## src/rtl/s_pdif_transmitter.sv

```systemverilog
// S/PDIF (IEC 60958) biphase-mark transmitter: two 24-bit subframes per frame,
// 192-frame channel-status block, single-entry sample holding register.
module s_pdif_transmitter (
    input  logic        Clk,
    input  logic        nReset,
    input  logic        Tick,
    input  logic [23:0] Left,
    input  logic [23:0] Right,
    input  logic        Valid,
    output logic        Ready,
    input  logic [31:0] ChannelStatus,
    output logic        Underrun,
    output logic        S_PDIF_Out
);

    // Preamble half-cell levels, first half-cell in the MSB, for a previous level of 0.
    localparam logic [7:0] PRE_B = 8'b1110_1000;
    localparam logic [7:0] PRE_M = 8'b1110_0010;
    localparam logic [7:0] PRE_W = 8'b1110_0100;

    logic [6:0]  pos_q, pos_d;          // next half-cell of the frame to emit
    logic [7:0]  frame_q, frame_d;
    logic        hold_full_q, hold_full_d;
    logic [23:0] hold_left_q, hold_left_d;
    logic [23:0] hold_right_q, hold_right_d;
    logic [23:0] cur_left_q, cur_left_d;
    logic [23:0] cur_right_q, cur_right_d;
    logic        cur_v_q, cur_v_d;
    logic        cur_c_q, cur_c_d;
    logic        pol_q, pol_d;
    logic        line_q, line_d;
    logic        underrun_q, underrun_d;

    logic        sub;
    logic [5:0]  sub_pos;
    logic [4:0]  slot;
    logic        phase;
    logic [23:0] audio;
    logic        parity;
    logic [31:0] sub_word;
    logic        prev_level;
    logic [7:0]  pre_pat;

    always_comb begin
        sub        = pos_q[6];
        sub_pos    = pos_q[5:0];
        slot       = pos_q[5:1];
        phase      = pos_q[0];
        audio      = sub ? cur_right_q : cur_left_q;
        parity     = ^{cur_c_q, cur_v_q, audio};
        // Indexed directly by slot number; slots 0-3 are never read from here.
        sub_word   = {parity, cur_c_q, 1'b0, cur_v_q, audio, 4'b0000};
        prev_level = (sub_pos == 6'd0) ? line_q : pol_q;
        pre_pat    = sub ? PRE_W : ((frame_q == 8'd0) ? PRE_B : PRE_M);
    end

    always_comb begin
        pos_d        = pos_q;
        frame_d      = frame_q;
        hold_full_d  = hold_full_q;
        hold_left_d  = hold_left_q;
        hold_right_d = hold_right_q;
        cur_left_d   = cur_left_q;
        cur_right_d  = cur_right_q;
        cur_v_d      = cur_v_q;
        cur_c_d      = cur_c_q;
        pol_d        = pol_q;
        line_d       = line_q;
        underrun_d   = 1'b0;

        if (Tick) begin
            pos_d = pos_q + 7'd1;
            if (sub_pos == 6'd0) begin
                pol_d = line_q;
            end
            if (slot[4:2] == 3'd0) begin
                line_d = pre_pat[~sub_pos[2:0]] ^ prev_level;
            end else if (!phase) begin
                line_d = ~line_q;
            end else begin
                line_d = line_q ^ sub_word[slot];
            end
            if (pos_q == 7'd127) begin
                frame_d = (frame_q == 8'd191) ? 8'd0 : frame_q + 8'd1;
            end
            if (pos_q == 7'd0) begin
                // Decision uses the holding register as it was before this edge.
                if (hold_full_q) begin
                    cur_left_d  = hold_left_q;
                    cur_right_d = hold_right_q;
                    cur_v_d     = 1'b0;
                    hold_full_d = 1'b0;
                end else begin
                    cur_left_d  = 24'd0;
                    cur_right_d = 24'd0;
                    cur_v_d     = 1'b1;
                    underrun_d  = 1'b1;
                end
                cur_c_d = (frame_q[7:5] == 3'd0) ? ChannelStatus[frame_q[4:0]] : 1'b0;
            end
        end

        if (Valid && !hold_full_q) begin
            hold_full_d  = 1'b1;
            hold_left_d  = Left;
            hold_right_d = Right;
        end
    end

    always_ff @(posedge Clk or negedge nReset) begin
        if (!nReset) begin
            pos_q        <= 7'd0;
            frame_q      <= 8'd0;
            hold_full_q  <= 1'b0;
            hold_left_q  <= 24'd0;
            hold_right_q <= 24'd0;
            cur_left_q   <= 24'd0;
            cur_right_q  <= 24'd0;
            cur_v_q      <= 1'b0;
            cur_c_q      <= 1'b0;
            pol_q        <= 1'b0;
            line_q       <= 1'b0;
            underrun_q   <= 1'b0;
        end else begin
            pos_q        <= pos_d;
            frame_q      <= frame_d;
            hold_full_q  <= hold_full_d;
            hold_left_q  <= hold_left_d;
            hold_right_q <= hold_right_d;
            cur_left_q   <= cur_left_d;
            cur_right_q  <= cur_right_d;
            cur_v_q      <= cur_v_d;
            cur_c_q      <= cur_c_d;
            pol_q        <= pol_d;
            line_q       <= line_d;
            underrun_q   <= underrun_d;
        end
    end

    assign Ready      = ~hold_full_q;
    assign Underrun   = underrun_q;
    assign S_PDIF_Out = line_q;

endmodule
```

## config.mk

```make
export PLATFORM = sky130hd
export DESIGN_NAME = s_pdif_transmitter
export DESIGN_NICKNAME = d
export VERILOG_FILES = /design/src/rtl/s_pdif_transmitter.sv
export SDC_FILE = /design/constraint.sdc
export NUM_CORES = 1
export LEC_CHECK = 0
export ABC_AREA = 1
export BUFFER_PORTS_ARGS = -buffer_cell sky130_fd_sc_hd__buf_2
export CAP_MARGIN = 10
export CORE_ASPECT_RATIO = 0.5
export CORE_MARGIN = 8
export CORE_UTILIZATION = 30
export CTS_CLUSTER_DIAMETER = 150
export DETAILED_ROUTE_END_ITERATION = 12
export GPL_ROUTABILITY_DRIVEN = 1
export PLACE_DENSITY = 0.52
export SETUP_SLACK_MARGIN = 0.3
export SLEW_MARGIN = 20
export SYNTH_ARGS = -nofsm -noshare
export SYNTH_HDL_FRONTEND = slang
export SYNTH_SLANG_ARGS = --single-unit
```

## constraint.sdc

```tcl
create_clock -name Clk -period 2.37 [get_ports Clk]
set_input_delay 0.1185 -clock Clk [delete_from_list [all_inputs] [get_ports Clk]]
set_output_delay 0.1185 -clock Clk [all_outputs]
set_load 0.1 [all_outputs]
```

==> metrics, run 1 <==
final wirelength 17800 µm; Port Buffers 86; diode count 0; GRT Total Usage 0.132; first-pass GRT wire length 28700 µm; Post-Syn Area 6310 µm²; status completed; Final Slew Violations 0; max cap viols 0; CP Capture Type flop; chip height 119 µm; WL/cell 14.3 µm; Synth Area in Compound Gates 0.102; die width 221 µm; FFs w/ async S/R, synth 1.00; total power 10.5 mW; initial antenna violation count 0; Yosys cell types 29; simple-gate portion of the synthesized area 0.249; most common cell after layout, fill and taps aside nand2_1; setup_tns 0 ns; Final Cycle Share 0.934; CP max FO 8; Final Non-Filler Cells 1240; crit-path most repeated cell nand2_1; Power Dens Cells 1200 nW/µm²; Yosys reg bits 117; placed cell area 7090 µm²; vias in the first global route 5689; Seq/Total Area, Yosys 0.464; Synth Net Count 890; multiplexer area fraction after synthesis 0.0856; Reg area 2930 µm²; placed instance count 1139; routed vias 5797; Final ANT Viol Nets 0; DRC Markers 0; Ys Warns 0; placer congestion estimate 0.831; Fin. Hold Viols 0; share of cells above drive strength 1 0.313; area of the multi-input gates 3190 µm²; Die ar. 26200 µm²; vias per cell 4.68; CTS tree built; WS Path Type flop to flop; Arr. time, crit path 2.56 ns; largest net degree at the start of global routing 69; worst-path cell chain inv_8 -> clkbuf_16 -> nand2_2 -> nand2_2 -> nand2_4 -> nand2_2 -> nand3_4 -> nand2_2 -> nand2_1 -> nand2_2 -> nand2_2 -> nand2_1 -> nand2_1 -> nand3_1 -> nand2_1 -> nand2_1 -> nand2_1 -> nand2_1 -> nand2_1 -> nand2_1 -> nand3_2 -> a21oi_2; Slew @ Worst Pin 0.523 ns; Critical path buffers and inverters 2; Slowest cell on crit path dfrtp_2; drt first pass iters 5; clk_skew 0.0150 ns; CTS sink cnt 117; GRT Residual Overflow 0; Max Root-Sink Buffers 2; initial core utilization 0.306; Post-Synth XOR/XNOR Area 0.0111; nature of the critical path startpoint flop; CP top delay family simple AND/OR/NAND/NOR gates; clk slew on worst S/H paths 0.06 ns; CP required 2.71 ns; Core Rows 37; RSZ-0062 raised after global routing true; fmax 452 MHz; commonest cells after routing, fill and taps aside 200 x nand2_1, 114 x dfrtp_1, 85 x buf_2; Hold Path Class input pin to async pin; total CTS buffers 17; Core Area 20600 µm²; Crit path largest cell delay 0.48 ns; largest family of logic cells by synthesized area simple AND/OR/NAND/NOR gates; I/O pin total 87; post-synthesis adder-cell area fraction 0.00793; H-tree levels 4; fillcell total 1997; Starting DRT DRC Count 327; minimum clock period 2.21 ns; Static Leakage 4.27 nW; Worst VDD drop 692 µV; top_reg_cell synth dfrtp_1; Area Overhead vs Synth 39.7%; synthesized area per cell 7.87 µm²; post-route cell area 8820 µm²; final design utilization 0.428; CTS root buf clkbuf_16; Post-synth EDFFs 0; Setup Viol. Count Final 0; HPWL after DPL 11800 µm; Slew Limit Headroom 0.651; Clock Latency Late Sink 0.42 ns; Final nets 1042; Syn Inst Count 802
[synth_stat cells, types with 8 or more instances]
library cell	number	area, µm²
nand2_1	271	1020
dfrtp_1	117	2930
o21ai_0	80	400
inv_1	78	293
nand3_1	63	315
mux2_2	48	541
nor2_1	36	135
clkbuf_1	25	93.8
o22ai_1	15	93.8
a21oi_1	9	45.0
buf_2	8	40.0
nor3_1	8	40.0
[path summary, 6_finish.rpt]
path / slack, ns / to / depth (start not counted) / start
max: 0.16 / S_PDIF_Out / 22 / pos_q[6]
min: 0.13 / hold_full_q / 2 / nReset
max reg2reg: 0.16 / S_PDIF_Out / 22 / pos_q[6]
min reg2reg: 0.49 / pol_q / 2 / pol_q
max in group asynchronous: 1.55 / pos_q[3] / 3 / nReset
min in group Clk: 0.21 / hold_full_q / 4 / Valid
[flip-flops by register name, indices dropped and copies added (netlist names), 7 cells and up]
signal,cells
pos_q,7
cur_left_q,24
cur_right_q,24
hold_right_q,24
frame_q,8
hold_left_q,24
[area by class of cell]
class	count	share of cell area
clock buffer	17	0.0482
clock inverter	15	0.0221
inverter	80	0.0353
multi-input combinational	565	0.361
sequential	117	0.332
tap	273	0.0387
timing repair buffer	173	0.162
[cells by family after synthesis]
logic type,after synthesis
mux,48
compound gates,119
buf+inv,120
fa+ha+maj,4
xor+xnor,8
simple gates,386
flops,117
[metal layers]
| layer | global-route usage | routed length, µm | up-vias |
|---|---|---|---|
| met5 | 0 | 0 | - |
| met4 | 0.0427 | 202 | 0 |
| met3 | 0.0299 | 719 | 15 |
| met2 | 0.199 | 7660 | 137 |
| met1 | 0.184 | 9200 | 2738 |
| li1 | - | - | 2907 |
[metrics by stage]
stage / setup WS (ns) / hold WS (ns)
6_report: 0.157 / 0.126
5_1_grt: -0.0413 / 0.149
4_1_cts: 0.219 / 0.123
3_5_place_dp: 0.130 / 0.0348
3_3_place_gp: 0.176 / 0.0345
2_1_floorplan: 0.303 / -0.177
[power breakdown]
group,leakage (nW),switching (mW),internal (mW)
clock network,0.297,1.04,1.68
registers,1.37,0.475,2.60
logic,2.61,2.77,1.97
total,4.27,4.29,6.25
[what timing repair did]
| action | CTS | global route |
|---|---|---|
| gates cloned | 0 | 9 |
| hold endpoints to repair | 137 | 0 |
| hold buffers | 50 | 0 |
| buffers inserted | 0 | 10 |
| pin swaps | 0 | 50 |
| gates resized for setup | 6 | 106 |
| setup endpoints to repair | 1 | 41 |
Power figures use the tool's default switching activity.
==> run 2, diff against run 1 <==
Settings changed: CORE_ASPECT_RATIO 0.5 to not set.
==> run 2 against run 1 <==
  * Via count decreased by 4.0%
  * Count of clock-buffer cells in the layout unchanged
  * Core utilization decreased by 3.0 points
  * Hold slack improved by 0.052 ns
  * Fmax increased by 4.4%
  * Wire length decreased by 8.8%
  * Sequential power decreased by 1%
  * Critical path type unchanged
  * Highest routed layer unchanged
==> metrics, run 2 (synthesis results as in run 1) <==
status completed; routed vias 5564; commonest cells after routing, fill and taps aside 264 x nand2_1, 114 x dfrtp_1, 85 x buf_2; Core Rows 53; chip height 161 µm; DRC Markers 0; worst-path cell chain buf_6 -> nand2_1 -> o21ai_1 -> inv_1 -> nand2_1 -> nand2_1 -> clkinv_1 -> nand2_1 -> nand2_1 -> nand2_1 -> nand2_1 -> nand3_1 -> nand3_1 -> nand2_1 -> nand2_1 -> nand2_1 -> nand2_1 -> nand2_1 -> nand2_1 -> nand3_2 -> a21oi_2; Final Slew Violations 0; Area Overhead vs Synth 31.4%; RSZ-0062 raised after global routing true; total power 9.35 mW; CTS sink cnt 117; Power Dens Cells 1130 nW/µm²; CP top delay family simple AND/OR/NAND/NOR gates; Final Non-Filler Cells 1228; Core Area 20800 µm²; Arr. time, crit path 2.47 ns; placed instance count 1142; first-pass GRT wire length 27400 µm; nature of the critical path startpoint flop; Hold WS 0.179 ns; clk slew on worst S/H paths 0.06 ns; Final WS setup 0.250 ns; placer congestion estimate 0.826; Critical path buffers and inverters 3; Final Cycle Share 0.895; Hold Path Class input pin to flop; H-tree levels 4; Static Leakage 4.05 nW; Setup Viol. Count Final 0; initial antenna violation count 0; Slowest cell on crit path dfrtp_2; Slew @ Worst Pin 0.594 ns; Max Root-Sink Buffers 2; Critical Path Start pos_q[6]; total CTS buffers 17; Fin. Hold Viols 0; WS Path Type flop to flop; CP max FO 28; Die ar. 25900 µm²; crit-path most repeated cell nand2_1; Starting DRT DRC Count 428; CTS root buf clkbuf_16; post-route cell area 8300 µm²; I/O pin total 87; clk_skew 0.00839 ns; CP required 2.72 ns; Seq pwr share 0.325; Worst VDD drop 584 µV; setup_tns 0 ns; HPWL after DPL 11200 µm; max cap viols 0; most common cell after layout, fill and taps aside nand2_1; drt first pass iters 5; vias per cell 4.53; Slew Limit Headroom 0.604; placed cell area 7100 µm²; Power Internal 5.54 mW; die width 161 µm; final design utilization 0.399; switching part of the total 0.408; GRT Total Usage 0.128; CTS tree built; Port Buffers 86; P_sw 3.81 mW; diode count 0; minimum clock period 2.12 ns; WL/cell 13.2 µm; dpl ws 0.226 ns; Clk pwr share 0.254; reg-to-reg startpoint pos_q[6]; GRT Residual Overflow 0; vias in the first global route 5501; fmax 472 MHz; final wirelength 16200 µm; Clock Latency Late Sink 0.42 ns; largest net degree at the start of global routing 82; initial core utilization 0.303; CP Capture Type flop; Comb power frac 0.421; Hold Path Origin Valid; Final nets 1028; Final ANT Viol Nets 0; share of cells above drive strength 1 0.227; Crit path largest cell delay 0.44 ns
-- run 2: cell count changes in the layout (fill, tap and decap cells not counted), moves of 4 or more --
cell        delta
buf_4          -9
nand2_1       +64
clkinvlp_4     +4
clkbuf_16      -4
nand2_2       -52
nand3_1        +4
nand2_4       -12
-- run 2: power groups by stage --
stage | Clock, mW | Combinational (mW) | Sequential (mW)
2_1_floorplan | 0 | 2.85 | 2.97
3_3_place_gp | 0 | 3.68 | 3.04
3_5_place_dp | 0 | 3.69 | 3.05
4_1_cts | 2.45 | 3.81 | 3.03
5_1_grt | 2.55 | 4.52 | 3.13
6_report | 2.38 | 3.94 | 3.04
-- run 2: final cells by class --
cell class	count	area, µm²
clock buffers	17	425
clock inverters	15	123
fillers	2160	12500
inverters	80	313
multi-input cells	565	2910
flip-flops and latches	117	2930
well taps	275	344
repair buffers	159	1250
-- run 2: worst min-delay path: cells and delay by family --
kind,cells,cell delay [ns]
AO/OA/AOI/OAI,1,0.10
AND/OR/NAND/NOR,1,0.05
buffers and inverters,2,0.29
-- run 2: path summary, 6_finish.rpt --
check | cells after the start | slack (ns) | end
min in group asynchronous | 2 | 0.23 | hold_right_q[12]
worst max-delay path | 21 | 0.25 | S_PDIF_Out
worst min register to register | 2 | 0.49 | pol_q
worst max register to register | 21 | 0.25 | S_PDIF_Out
max in group asynchronous | 3 | 1.48 | cur_left_q[20]
worst min-delay path | 4 | 0.18 | hold_full_q
-- run 2: metal layers --
metal / share of wire / vias to the layer above / GRT usage / routed length (µm)
met5: 0 / - / 0 / 0
met4: 0.0092 / 0 / 0.0366 / 150
met3: 0.058 / 13 / 0.0372 / 935
li1: - / 2869 / - / -
met1: 0.50 / 2556 / 0.177 / 8120
met2: 0.43 / 126 / 0.189 / 7010
-- run 2: what timing repair did --
item / CTS / global route
endpoints found under the setup margin: 7 / 13
hold buffers: 50 / 0
endpoints found under the hold margin: 90 / 0
gates cloned: 0 / 3
resized for setup: 4 / 20
buffers inserted: 1 / 0
==> run 3, diff against run 2 <==
Settings changed: PLACE_DENSITY 0.52 to 0.5.
Clock period 2.37 ns to 2.1 ns, I/O delays scaled along.
==> run 3 against run 2 <==
  * The run now ends with setup timing left
  * Core utilization rose by 2.7 points
  * Sequential share of layout area shrank 2.3 points
  * Fmax fell by 3.8%
  * Critical path type unchanged
==> metrics, run 3 (synthesis results as in run 1) <==
status complete, but fails checks; failing checks setup timing; Area Overhead vs Synth 40.3%; CTS tree built; Max Root-Sink Buffers 2; Static Leakage 4.35 nW; Clock Latency Late Sink 0.42 ns; initial antenna violation count 0; fmax 454 MHz; GRT Total Usage 0.126; clk slew on worst S/H paths 0.05 ns; I/O pin total 87; Critical path buffers and inverters 2; Final Cycle Share 1.05; GRT Residual Overflow 0; routed vias 5714; CTS sink cnt 117; worst-path cell chain clkinv_4 -> clkbuf_16 -> nand2_1 -> nand2_2 -> nand2_1 -> nand3_2 -> nand2_2 -> nand2_2 -> nand2_1 -> nand2_1 -> nand2_2 -> nand3_2 -> nand3_2 -> nand2_1 -> nand2_1 -> nand2_1 -> nand2_2 -> nand2_1 -> nand2_1 -> nand3_2 -> a21oi_2; DRC Markers 0; Hold Path Origin Valid; diode count 0; area of the multi-input gates 3090 µm²; Setup Viol. Count Final 1; CP required 2.45 ns; Slew Limit Headroom 0.645; H-tree levels 4; RSZ-0062 raised after global routing true; drt first pass iters 5; final design utilization 0.426; share of cells above drive strength 1 0.300; clk_skew 0.00545 ns; commonest cells after routing, fill and taps aside 224 x nand2_1, 116 x dfrtp_1, 85 x buf_2; die width 161 µm; CP Capture Type flop; Slew @ Worst Pin 0.532 ns; Arr. time, crit path 2.55 ns; initial core utilization 0.303; max cap viols 0; largest net degree at the start of global routing 56; Final nets 1059; final wirelength 16500 µm; Slowest cell on crit path dfrtp_2; CP max FO 6; R2R setup slack -0.10 ns; crit-path most repeated cell nand2_1; Final Slew Violations 0; Power Dens Cells 1340 nW/µm²; Port Buffers 86; placer congestion estimate 0.831; Critical Path Start pos_q[6]; WL/cell 13.1 µm; first-pass GRT wire length 26800 µm; Starting DRT DRC Count 292; HPWL after DPL 11200 µm; vias in the first global route 5525; CP top delay family simple AND/OR/NAND/NOR gates; total power 11.9 mW; total CTS buffers 17; vias per cell 4.54; Crit path largest cell delay 0.46 ns; most common cell after layout, fill and taps aside nand2_1; Reg area 2930 µm²; nature of the critical path startpoint flop; Final WS setup -0.103 ns; reg-to-reg startpoint pos_q[6]; Core Rows 53; minimum clock period 2.20 ns; Die ar. 25900 µm²; WS Path Type flop to flop; Fin. Hold Viols 0; fillcell total 2070; CTS root buf clkbuf_16; Hold Path Class input pin to flop; Worst VDD drop 691 µV; Core Area 20800 µm²; Final ANT Viol Nets 0; chip height 161 µm
[run 3: changes by cell type in the layout (fill, tap and decap cells not counted), sizes merged]
| cell | delta |
|---|---|
| inv | -6 |
| clkinvlp | -5 |
| bufinv | +4 |
| clkbuf | +8 |
| clkinv | +1 |
| buf | +29 |
[run 3: timing repair]
action | CTS | global route
setup buffers | 0 | 7
hold buffers | 50 | 0
hold endpoints to repair | 84 | 0
pin swaps | 1 | 24
gates cloned | 0 | 7
gates resized for setup | 6 | 61
setup endpoints to repair | 18 | 56
[run 3: worst register-to-register path, stage by stage, from the launching register on]
cell and delay, ns:
dfrtp_2 0.46, clkinv_4 0.15, clkbuf_16 0.19, nand2_1 0.07
nand2_2 0.06, nand2_1 0.08, nand3_2 0.10, nand2_2 0.09
nand2_2 0.06, nand2_1 0.05, nand2_1 0.05, nand2_2 0.09
nand3_2 0.08, nand3_2 0.07, nand2_1 0.04, nand2_1 0.06
nand2_1 0.06, nand2_2 0.07, nand2_1 0.05, nand2_1 0.07
nand3_2 0.06, a21oi_2 0.12
[run 3: where the power goes]
part	total (mW)	switching (mW)	leakage, nW	internal, mW
sequential	3.44	0.501	1.37	2.94
combinational	5.36	2.99	2.67	2.37
clock	3.11	1.00	0.313	2.10
[run 3: metal layers]
metal,GRT usage,share of wire
met2,0.191,0.44
met1,0.169,0.50
met5,0,0
met3,0.0364,0.048
met4,0.0404,0.015
[run 3: cell type report]
cell class	instances	area share
multi-input cells	565	0.349
repair buffers	190	0.175
clock buffers	23	0.0551
flip-flops and latches	117	0.331
inverters	80	0.0349
clock inverters	9	0.0167
well taps	275	0.0388
[run 3: worst paths after layout]
path,end,cells past startpoint
min in group asynchronous,hold_right_q[8],2
worst min register to register,cur_right_q[20],2
worst max register to register,S_PDIF_Out,21
worst min-delay path,hold_full_q,4
worst max-delay path,S_PDIF_Out,21
max in group asynchronous,cur_left_q[21],3
[run 3: stage by stage]
step,setup WS (ns),hold WS (ns),instances,TNS (ns),instance area [µm²]
CTS,-0.0298,0.129,1245,-0.0298,8480
detailed placement,-0.0416,0.112,1163,-0.0416,7320
finish,-0.103,0.139,1259,-0.103,8860
floorplan,0.201,-0.191,802,0,6430
global placement,-0.00679,0.113,1163,-0.00679,7320
global route,-0.283,0.161,1259,-0.947,8860
